`config.mk`:
```
export PLATFORM = sky130hd
export DESIGN_NAME = run_monitor
export DESIGN_NICKNAME = d
export VERILOG_FILES = /design/src/rtl/run_monitor.sv
export SDC_FILE = /design/constraint.sdc
export NUM_CORES = 1
export LEC_CHECK = 0
export ABC_AREA = 1
export CORE_AREA = 2 2 266 163
export CTS_BUF_LIST = sky130_fd_sc_hd__clkbuf_4 sky130_fd_sc_hd__clkbuf_8 sky130_fd_sc_hd__clkbuf_16
export CTS_CLUSTER_DIAMETER = 60
export DETAILED_ROUTE_END_ITERATION = 16
export DIE_AREA = 0 0 268 165
export SLEW_MARGIN = 20
export SYNTH_ARGS = -nofsm -noshare
export SYNTH_HDL_FRONTEND = slang
export SYNTH_SLANG_ARGS = --single-unit
```
`constraint.sdc`:
```
create_clock -name clk -period 4.78 [get_ports clk]
set_input_delay 1.434 -clock clk [delete_from_list [all_inputs] [get_ports clk]]
set_output_delay 1.434 -clock clk [all_outputs]
set_load 0.01 [all_outputs]
```
`src/rtl/run_monitor.sv`:
```
// ---------------------------------------------------------------------------
// run_monitor
//   Run monitor for the pipeline CPU. It counts cycles spent running and
//   counts NUM_EV independent event channels. It detects halt and then waits
//   a drain delay, so that in-flight writes land before DONE is reported.
//   A watchdog forces TIMEOUT if the CPU never halts. Every counter
//   saturates at all-ones and never wraps.
//
// Ports
//   clk        in   1             system clock, rising edge
//   rst_n      in   1             asynchronous active-low reset
//   halt       in   1             CPU halt level, sampled in RUN only
//   ret_val    in   RET_W         return value, captured on the halt edge
//   ev         in   NUM_EV        per-channel event pulse
//   clr        in   1             synchronous clear back to RUN
//   state      out  2             0 RUN, 1 DRAIN, 2 DONE, 3 TIMEOUT
//   done       out  1             state == DONE
//   timed_out  out  1             state == TIMEOUT
//   ret_q      out  RET_W         captured return value
//   cycle_cnt  out  CNT_W         cycles spent in RUN, including the halt cycle
//   ev_cnt     out  NUM_EV*CNT_W  channel i in bits [i*CNT_W +: CNT_W]
// ---------------------------------------------------------------------------
module run_monitor #(
  parameter int unsigned CNT_W      = 32,
  parameter int unsigned NUM_EV     = 4,
  parameter int unsigned RET_W      = 16,
  parameter int unsigned TIMEOUT    = 500000,
  parameter int unsigned HALT_DRAIN = 2,
  parameter bit          FINISH_SIM = 1'b1
) (
  input  logic                    clk,
  input  logic                    rst_n,
  input  logic                    halt,
  input  logic [RET_W-1:0]        ret_val,
  input  logic [NUM_EV-1:0]       ev,
  input  logic                    clr,
  output logic [1:0]              state,
  output logic                    done,
  output logic                    timed_out,
  output logic [RET_W-1:0]        ret_q,
  output logic [CNT_W-1:0]        cycle_cnt,
  output logic [NUM_EV*CNT_W-1:0] ev_cnt
);

  typedef enum logic [1:0] {
    ST_RUN     = 2'd0,
    ST_DRAIN   = 2'd1,
    ST_DONE    = 2'd2,
    ST_TIMEOUT = 2'd3
  } state_t;

  // The drain counter only ever holds HALT_DRAIN-1 down to 0.
  localparam int unsigned     DW         = (HALT_DRAIN > 1) ? $clog2(HALT_DRAIN) : 1;
  localparam logic [DW-1:0]   DRAIN_LOAD = (HALT_DRAIN == 0) ? '0 : DW'(HALT_DRAIN - 1);
  localparam logic [CNT_W-1:0] CNT_MAX   = '1;

  state_t        state_q, state_next;
  logic [DW-1:0] drain_q;
  logic          wd_hit;
  logic          counting;

  // The watchdog fires on the edge that takes cycle_cnt from TIMEOUT-1 to
  // TIMEOUT. A zero TIMEOUT disables the watchdog entirely.
  assign wd_hit   = (TIMEOUT != 0) && (64'(cycle_cnt) == 64'(TIMEOUT) - 64'd1);
  assign counting = (state_q == ST_RUN) || (state_q == ST_DRAIN);

  // -------------------------------------------------------------------------
  // State register
  // -------------------------------------------------------------------------
  // NOTE: clocked state uses non-blocking (<=) so that every register samples
  // the pre-edge values, whatever order the processes are evaluated in.
  always_ff @(posedge clk or negedge rst_n) begin
    if (!rst_n) state_q <= ST_RUN;
    else        state_q <= state_next;
  end

  // -------------------------------------------------------------------------
  // Next-state logic. The priority is clr > halt > watchdog.
  // -------------------------------------------------------------------------
  // NOTE: default assignment first so that no path leaves state_next
  // unassigned. An unassigned path would infer a latch.
  always_comb begin
    state_next = state_q;
    if (clr) begin
      state_next = ST_RUN;
    end else begin
      unique case (state_q)
        ST_RUN: begin
          if (halt)        state_next = (HALT_DRAIN == 0) ? ST_DONE : ST_DRAIN;
          else if (wd_hit) state_next = ST_TIMEOUT;
        end
        ST_DRAIN: begin
          if (drain_q == '0) state_next = ST_DONE;
        end
        default: state_next = state_q;  // DONE and TIMEOUT are sticky
      endcase
    end
  end

  // -------------------------------------------------------------------------
  // Output decode. This comes from the state register only.
  // -------------------------------------------------------------------------
  always_comb begin
    state     = state_q;
    done      = (state_q == ST_DONE);
    timed_out = (state_q == ST_TIMEOUT);
  end

  // -------------------------------------------------------------------------
  // Counters, captured return value and drain counter
  // -------------------------------------------------------------------------
  always_ff @(posedge clk or negedge rst_n) begin
    if (!rst_n) begin
      cycle_cnt <= '0;
      ev_cnt    <= '0;
      ret_q     <= '0;
      drain_q   <= '0;
    end else if (clr) begin
      // On a clear edge, ev and halt are discarded.
      cycle_cnt <= '0;
      ev_cnt    <= '0;
      ret_q     <= '0;
      drain_q   <= '0;
    end else begin
      if (state_q == ST_RUN) begin
        if (cycle_cnt != CNT_MAX) cycle_cnt <= cycle_cnt + CNT_W'(1);
        if (halt) begin
          ret_q   <= ret_val;
          drain_q <= DRAIN_LOAD;
        end
      end

      if (state_q == ST_DRAIN && drain_q != '0) drain_q <= drain_q - DW'(1);

      if (counting) begin
        for (int i = 0; i < NUM_EV; i++) begin
          if (ev[i] && ev_cnt[i*CNT_W +: CNT_W] != CNT_MAX)
            ev_cnt[i*CNT_W +: CNT_W] <= ev_cnt[i*CNT_W +: CNT_W] + CNT_W'(1);
        end
      end
    end
  end

`ifndef SYNTHESIS
  // Simulation-only end-of-run report, issued on the edge that enters DONE
  // or TIMEOUT. DONE can only be entered straight from RUN when the drain
  // delay is zero. In that case the value being captured on this edge is
  // ret_val.
  always @(posedge clk) begin
    if (rst_n && state_q != ST_DONE && state_next == ST_DONE) begin
      $display("Finished with << %0d >>", (state_q == ST_RUN) ? ret_val : ret_q);
      if (FINISH_SIM) $finish;
    end
    if (rst_n && state_q != ST_TIMEOUT && state_next == ST_TIMEOUT) begin
      $display("ran for %0d cycles", TIMEOUT);
      if (FINISH_SIM) $finish;
    end
  end
`endif

endmodule

```
==> key figures, run 1 <==
Setup path
  – Worst Path Arrival: 1.87 ns
  – R2r startpoint: cycle_cnt[0]
  – Max stage delay on crit path: 0.55 ns
  – Cells along the critical path: inv_1 > nor2_1 > clkdlybuf4s50_1
  – Worst Path Required: 3.35 ns
  – CP endpoint kind: output port
  – Crit start category: flop
  – Worst reg2reg path depth: 9
  – Worst-path maximum fanout: 8
  – Worst setup path start: state[1]
  – RR Endpoint: cycle_cnt[4]
  – WS Path Type: flop to output port
  – Slowest CP cell: clkdlybuf4s50_1
  – Worst R2R Setup Slack: 2.17 ns

Synth
  – Syn_area_per_cell: 6.449 um^2
  – Register area share after synthesis: 37.42%
  – Synth Cell Area: 0.01197 mm^2
  – Primary FF master, synth: dfrtp_1
  – Number of flops mapped to enable cells by yosys: 0
  – Async SR Flop Fraction: 100.0%
  – #FFs+latches synth: 179
  – Cells after Synth: 1856
  – Syn_nets: 1885
  – Synth Warn #: 0
  – Yosys cell types: 33

Drt
  – Initial drt markers: 1251
  – Routed WL: 41390 um
  – Routed WL per cell: 15.75 um
  – Antenna-violating nets left: 0
  – Residual DRC count: 0
  – Pre-antenna DRT Iters: 6
  – Vias: 12530
  – DR vias/cell: 4.766

Clock tree
  – H-tree depth: 4
  – # hold bufs at CTS: 0
  – CTS resizes: 0
  – Root Buffer: clkbuf_16
  – Post-CTS Setup Inserts: 0
  – Clk Latency, worst-skew pair: 0.44 ns
  – TritonCTS Buffers: 17
  – CTS tree: yes
  – Longest Clk Path Bufs: 2
  – Clock-pin slew on the worst setup and hold paths: 0.07 ns
  – Clk sinks: 179

STA
  – # setup viols final: 0
  – Endpoints failing hold: 0
  – Final min period: 3.307 ns
  – PnR worst setup slack: 1.473 ns
  – Final period util: 69.19%
  – TNS Setup: 0 ns
  – Unrepaired setup endpoints after global routing: no
  – Hold slack final: 0.5156 ns
  – Pin slew with the least headroom to its limit: 1.026 ns
  – F_max: 0.3024 GHz
  – Final Skew: 0.01471 ns
  – Slew Limit Fails: 0
  – Slew headroom: 31.33%

Hold path
  – Hold EP: ret_q[14]
  – Hold path depth: 2
  – Worst min path class: flop to flop
  – Min-delay src: ret_q[14]

Power
  – Total Power: 3.683 mW
  – Pwr per Cell Area: 242.9 mW/mm^2
  – Leakage: 6.513 nW
  – Peak VDD IR: 0.0001951 V

Floorplan
  – Chip Height: 165 um
  – Total die area: 0.04422 mm^2
  – Row cnt: 58
  – Die Wd: 268 um
  – Top-level port count: 204
  – Core Region: 0.04158 mm^2
  – Starting Density: 28.79%

Finish
  – # fillers: 4411
  – Layout Cells excl Fill: 2628
  – Core Util, Final: 36.46%
  – Synth-to-layout area growth: 26.66%
  – Nets: 2075
  – Design Area, Final: 0.01516 mm^2
  – Most common cell after layout, fill and taps aside: nand2_1
  – Fraction of layout cells with a size suffix above 1: 5.734%
  – Most frequent cells in the layout: 778 x nand2_1, 286 x nor2_1, 201 x clkdlybuf4s50_1, 179 x dfrtp_1, 150 x inv_1
  – Diodes inserted: 0

Place
  – Post-placement cell count: 2597
  – HPWL Detailed: 31010 um
  – RD Place Congestion: 0.9429
  – Placed Area: 0.01454 mm^2
  – Pre-CTS WS: 1.192 ns
  – I/O Buffers: 203

Global route
  – First-pass GRT wire length: 65320 um
  – GRT Resource Usage Total: 18.85%
  – GRT overflow: 0
  – Initial antenna violation count: 0
  – Vias in the first global route: 11350
  – Largest net degree at the start of global routing: 89

Status
  – Outcome: complete, no violations

Flow run
  – Max-Cap Viols: 0
## final cells by class
type	instances	area, um^2	area share, %
tap	570	713.2	4.704
inverter	155	604.3	3.986
clock inverter	10	148.9	0.9820
sequential	179	4479	29.54
timing repair buffer	213	2131	14.05
multi-input combinational	1480	6618	43.65
clock buffer	21	467.9	3.086
## registers in the layout (all words and copies together), names as in the netlist
register and cells:
state 2, ret_q 16, ev_cnt 128, drain_q 1, cycle_cnt 32
## worst max-delay path, delay by kind of cell, from the launching register on
kind | cells | cell delay (ns)
buf+inv | 2 | 0.79
flops | 1 | 0.51
simple gates | 1 | 0.13
## cell usage after synthesis, types with 5 or more instances
| cell type | instances | share of area (%) |
|---|---|---|
| a21oi_1 | 7 | 0.29 |
| ha_1 | 5 | 0.52 |
| nand2_1 | 778 | 24 |
| nand2_4 | 10 | 0.94 |
| nand3_1 | 123 | 5.1 |
| nor2_4 | 10 | 0.94 |
| o21ai_1 | 12 | 0.50 |
| xor2_1 | 12 | 0.88 |
| buf_2 | 11 | 0.46 |
| or2_2 | 23 | 1.2 |
| nand2_2 | 14 | 0.73 |
| clkbuf_1 | 16 | 0.50 |
| inv_1 | 150 | 4.7 |
| xnor2_1 | 20 | 1.5 |
| o21ai_0 | 46 | 1.9 |
| nor2_1 | 286 | 9.0 |
| nand3b_1 | 10 | 0.63 |
| dfrtp_1 | 179 | 37 |
| nor2_2 | 10 | 0.52 |
| nand4_1 | 94 | 4.9 |
| buf_6 | 8 | 0.75 |
| o21bai_1 | 10 | 0.63 |
## logic make-up (layout without fill, tap and decap cells)
family,Yosys count,in the layout,synth area share (%)
buf+inv,197,399,7.421
compound gates,78,78,3.543
xor+xnor,32,32,2.341
simple gates,1365,1365,48.75
flops,179,179,37.42
fa+ha+maj,5,5,0.5226
## metal layers
layer | up-vias | global-route usage, % | share of wire [%]
met5 | - | 0 | 0
met4 | 0 | 4.342 | 1.4
met3 | 36 | 3.817 | 7.7
met2 | 419 | 25.64 | 40
met1 | 5825 | 29.69 | 51
li1 | 6246 | - | -
## worst max path at each step
stage	endpoint	cells after the start
finish	done	3
global route	done	3
CTS	done	3
detailed placement	drain_q	7
global placement	drain_q	7
floorplan	ev_cnt[33]	5
## where the power goes
group          switching [mW]  internal (mW)
combinational           0.355          0.179
clock                   0.665          0.867
sequential             0.0541           1.56
(Power assumes the default switching activity.)
==> run 2, diff against run 1 <==
- clock period: 4.78 -> 2.75 ns (I/O delays scaled with it)
==> run 2 against run 1 <==
  * Worst hold slack worse by 0.095 ns
  * Clock skew up 0.0054 ns
  * Worst setup slack worse by 1.2 ns
  * Largest power group unchanged
==> key figures, run 2 (synthesis gave the netlist of run 1 again) <==
Drt
  – Antenna-violating nets left: 0 (unchanged)
  – Initial drt markers: 1162 (-7.1%)
  – Pre-antenna DRT Iters: 5 (-1)
  – Vias: 12670 (+1.1%)
  – Residual DRC count: 0 (unchanged)
  – DR vias/cell: 4.791 (+0.52%)
  – Routed WL per cell: 15.86 um (+0.70%)
  – Routed WL: 41930 um (+1.3%)

Clock tree
  – Clock-pin slew on the worst setup and hold paths: 0.08 ns (about the same)
  – Root Buffer: clkbuf_16
  – Clk Latency, worst-skew pair: 0.45 ns (about the same)
  – # hold bufs at CTS: 0 (unchanged)
  – H-tree depth: 4 (unchanged)
  – Post-CTS Setup Inserts: 0 (unchanged)
  – TritonCTS Buffers: 17 (unchanged)
  – CTS tree: yes
  – CTS resizes: 0 (unchanged)
  – Longest Clk Path Bufs: 2 (unchanged)
  – Clk sinks: 179 (unchanged)

Power
  – Peak VDD IR: 0.0003745 V (+92%)
  – Total Power: 6.361 mW (+73%)
  – Leakage: 6.588 nW (+1.1%)
  – Sw frac: 30.71% (+1.6 points)
  – Int Power: 4.408 mW (+69%)
  – Register share of total power: 44.1% (+0.2 points)
  – Combinational share of power: 15.5% (+1.0 points)
  – Pwr per Cell Area: 416.5 mW/mm^2 (+71%)
  – Power share of the clock group: 40.5% (-1.1 points)
  – Switching power: 1.953 mW (+82%)

Finish
  – Layout Cells excl Fill: 2644 (+0.61%)
  – Top flop regs: ev_cnt: 128 flops, cycle_cnt: 32 flops, ret_q: 16 flops
  – Biggest register: ev_cnt
  – Most common cell after layout, fill and taps aside: nand2_1
  – Synth-to-layout area growth: 27.59%
  – Diodes inserted: 0 (unchanged)
  – Nets: 2090 (+0.72%)
  – Multi-input logic area: 0.006610 mm^2 (-0.11%)
  – Core Util, Final: 36.73% (+0.27 points)
  – Fraction of layout cells with a size suffix above 1: 6.461% (+0.73 points)
  – Design Area, Final: 0.01527 mm^2 (+0.73%)
  – Max reg flops: 128 (unchanged)
  – Register Area: 0.004479 mm^2 (unchanged)
  – # fillers: 4422 (+0.25%)
  – Most frequent cells in the layout: 778 x nand2_1, 286 x nor2_1, 201 x clkdlybuf4s50_1, 179 x dfrtp_1, 150 x inv_1

Global route
  – First-pass GRT wire length: 65870 um (+0.86%)
  – Initial antenna violation count: 0 (unchanged)
  – GRT Resource Usage Total: 19.13% (+0.28 points)
  – Vias in the first global route: 11360 (+0.018%)
  – Largest net degree at the start of global routing: 74 (-17%)
  – GRT overflow: 0 (unchanged)

STA
  – F_max: 0.3960 GHz
  – Final period util: 91.83%
  – Pin slew with the least headroom to its limit: 1.015 ns (-0.01091 ns)
  – Endpoints failing hold: 0 (unchanged)
  – PnR worst setup slack: 0.2246 ns (-1.248 ns)
  – TNS Setup: 0 ns (unchanged)
  – # setup viols final: 0 (unchanged)
  – Final Skew: 0.02011 ns (+0.005407 ns)
  – Hold slack final: 0.4207 ns (-0.09493 ns)
  – Slew headroom: 32.06% (+0.73 points)
  – Final min period: 2.525 ns
  – Unrepaired setup endpoints after global routing: no
  – Slew Limit Fails: 0 (unchanged)

Place
  – I/O Buffers: 203 (unchanged)
  – Post-placement cell count: 2612 (+0.58%)
  – Placed Area: 0.01468 mm^2 (+0.95%)
  – RD Place Congestion: 0.9336 (-0.99%)
  – HPWL Detailed: 31590 um (+1.9%)
  – Pre-CTS WS: 0.1286 ns (-1.064 ns)

Setup path
  – WS Path Type: flop to output port
  – CP endpoint kind: output port
  – Worst Path Arrival: 1.70 ns (-0.17 ns)
  – Worst-path maximum fanout: 8 (unchanged)
  – Crit start category: flop
  – Worst Path Required: 1.93 ns (-1.42 ns)

Floorplan
  – Starting Density: 28.79% (unchanged)
  – Top-level port count: 204 (unchanged)
  – Row cnt: 58 (unchanged)
  – Die Wd: 268 um (unchanged)
  – Chip Height: 165 um (unchanged)
  – Core Region: 0.04158 mm^2 (unchanged)
  – Total die area: 0.04422 mm^2 (unchanged)

Status
  – Outcome: complete, no violations

Hold path
  – Worst min path class: primary input to asynchronous set/reset pin

Flow run
  – Max-Cap Viols: 0 (unchanged)
## run 2: cell count changes in the layout (fill, tap and decap cells not counted)
cell        before  now
a21oi_2          2    3
a21oi_4          1    0
buf_12           2    4
buf_4            8   21
bufinv_16        3    1
clkbuf_4         2    1
clkinv_8         0    1
clkinvlp_4       2    1
inv_6            5    7
inv_8            0    2
## run 2: cell type report
| class | count | area share [%] |
|---|---|---|
| repair buffers | 228 | 14.85 |
| well taps | 570 | 4.669 |
| multi-input cells | 1480 | 43.28 |
| clock buffers | 20 | 3.015 |
| flip-flops and latches | 179 | 29.33 |
| clock inverters | 12 | 0.9011 |
| inverters | 155 | 3.957 |
## run 2: worst max-delay path, cell delays in order (launching register included)
cell and delay, ns:
dfrtp_1 0.49, inv_1 0.11, nor2_1 0.10, clkdlybuf4s50_1 0.54
## run 2: final timing paths
| kind | from | endpoint | slack (ns) | depth (start not counted) |
|---|---|---|---|---|
| setup / recovery | state[1] | done | 0.22 | 3 |
| hold / removal | rst_n | ret_q[12] | 0.42 | 1 |
| setup reg to reg | cycle_cnt[0] | cycle_cnt[11] | 0.45 | 10 |
| hold reg to reg | ret_q[13] | ret_q[13] | 0.52 | 2 |
| max in group asynchronous | rst_n | cycle_cnt[26] | 1.56 | 2 |
| min in group clk | ret_q[13] | ret_q[13] | 0.52 | 2 |
## run 2: power by group through the flow
| stage | combinational, mW | clock, mW | sequential (mW) |
|---|---|---|---|
| 2_1_floorplan | 0.494 | 0 | 2.87 |
| 3_3_place_gp | 0.976 | 0 | 2.85 |
| 3_5_place_dp | 0.991 | 0 | 2.86 |
| 4_1_cts | 0.993 | 2.66 | 2.80 |
| 5_1_grt | 1.07 | 2.77 | 2.82 |
| 6_report | 0.984 | 2.57 | 2.80 |
## run 2: routing by layer
metal / up-vias / GRT usage, % / wire length [um]
li1: 6274 / - / -
met1: 5952 / 29.78 / 21200
met2: 425 / 26.77 / 17210
met3: 17 / 4.249 / 3292
met4: 0 / 3.098 / 231
met5: - / 0 / 0
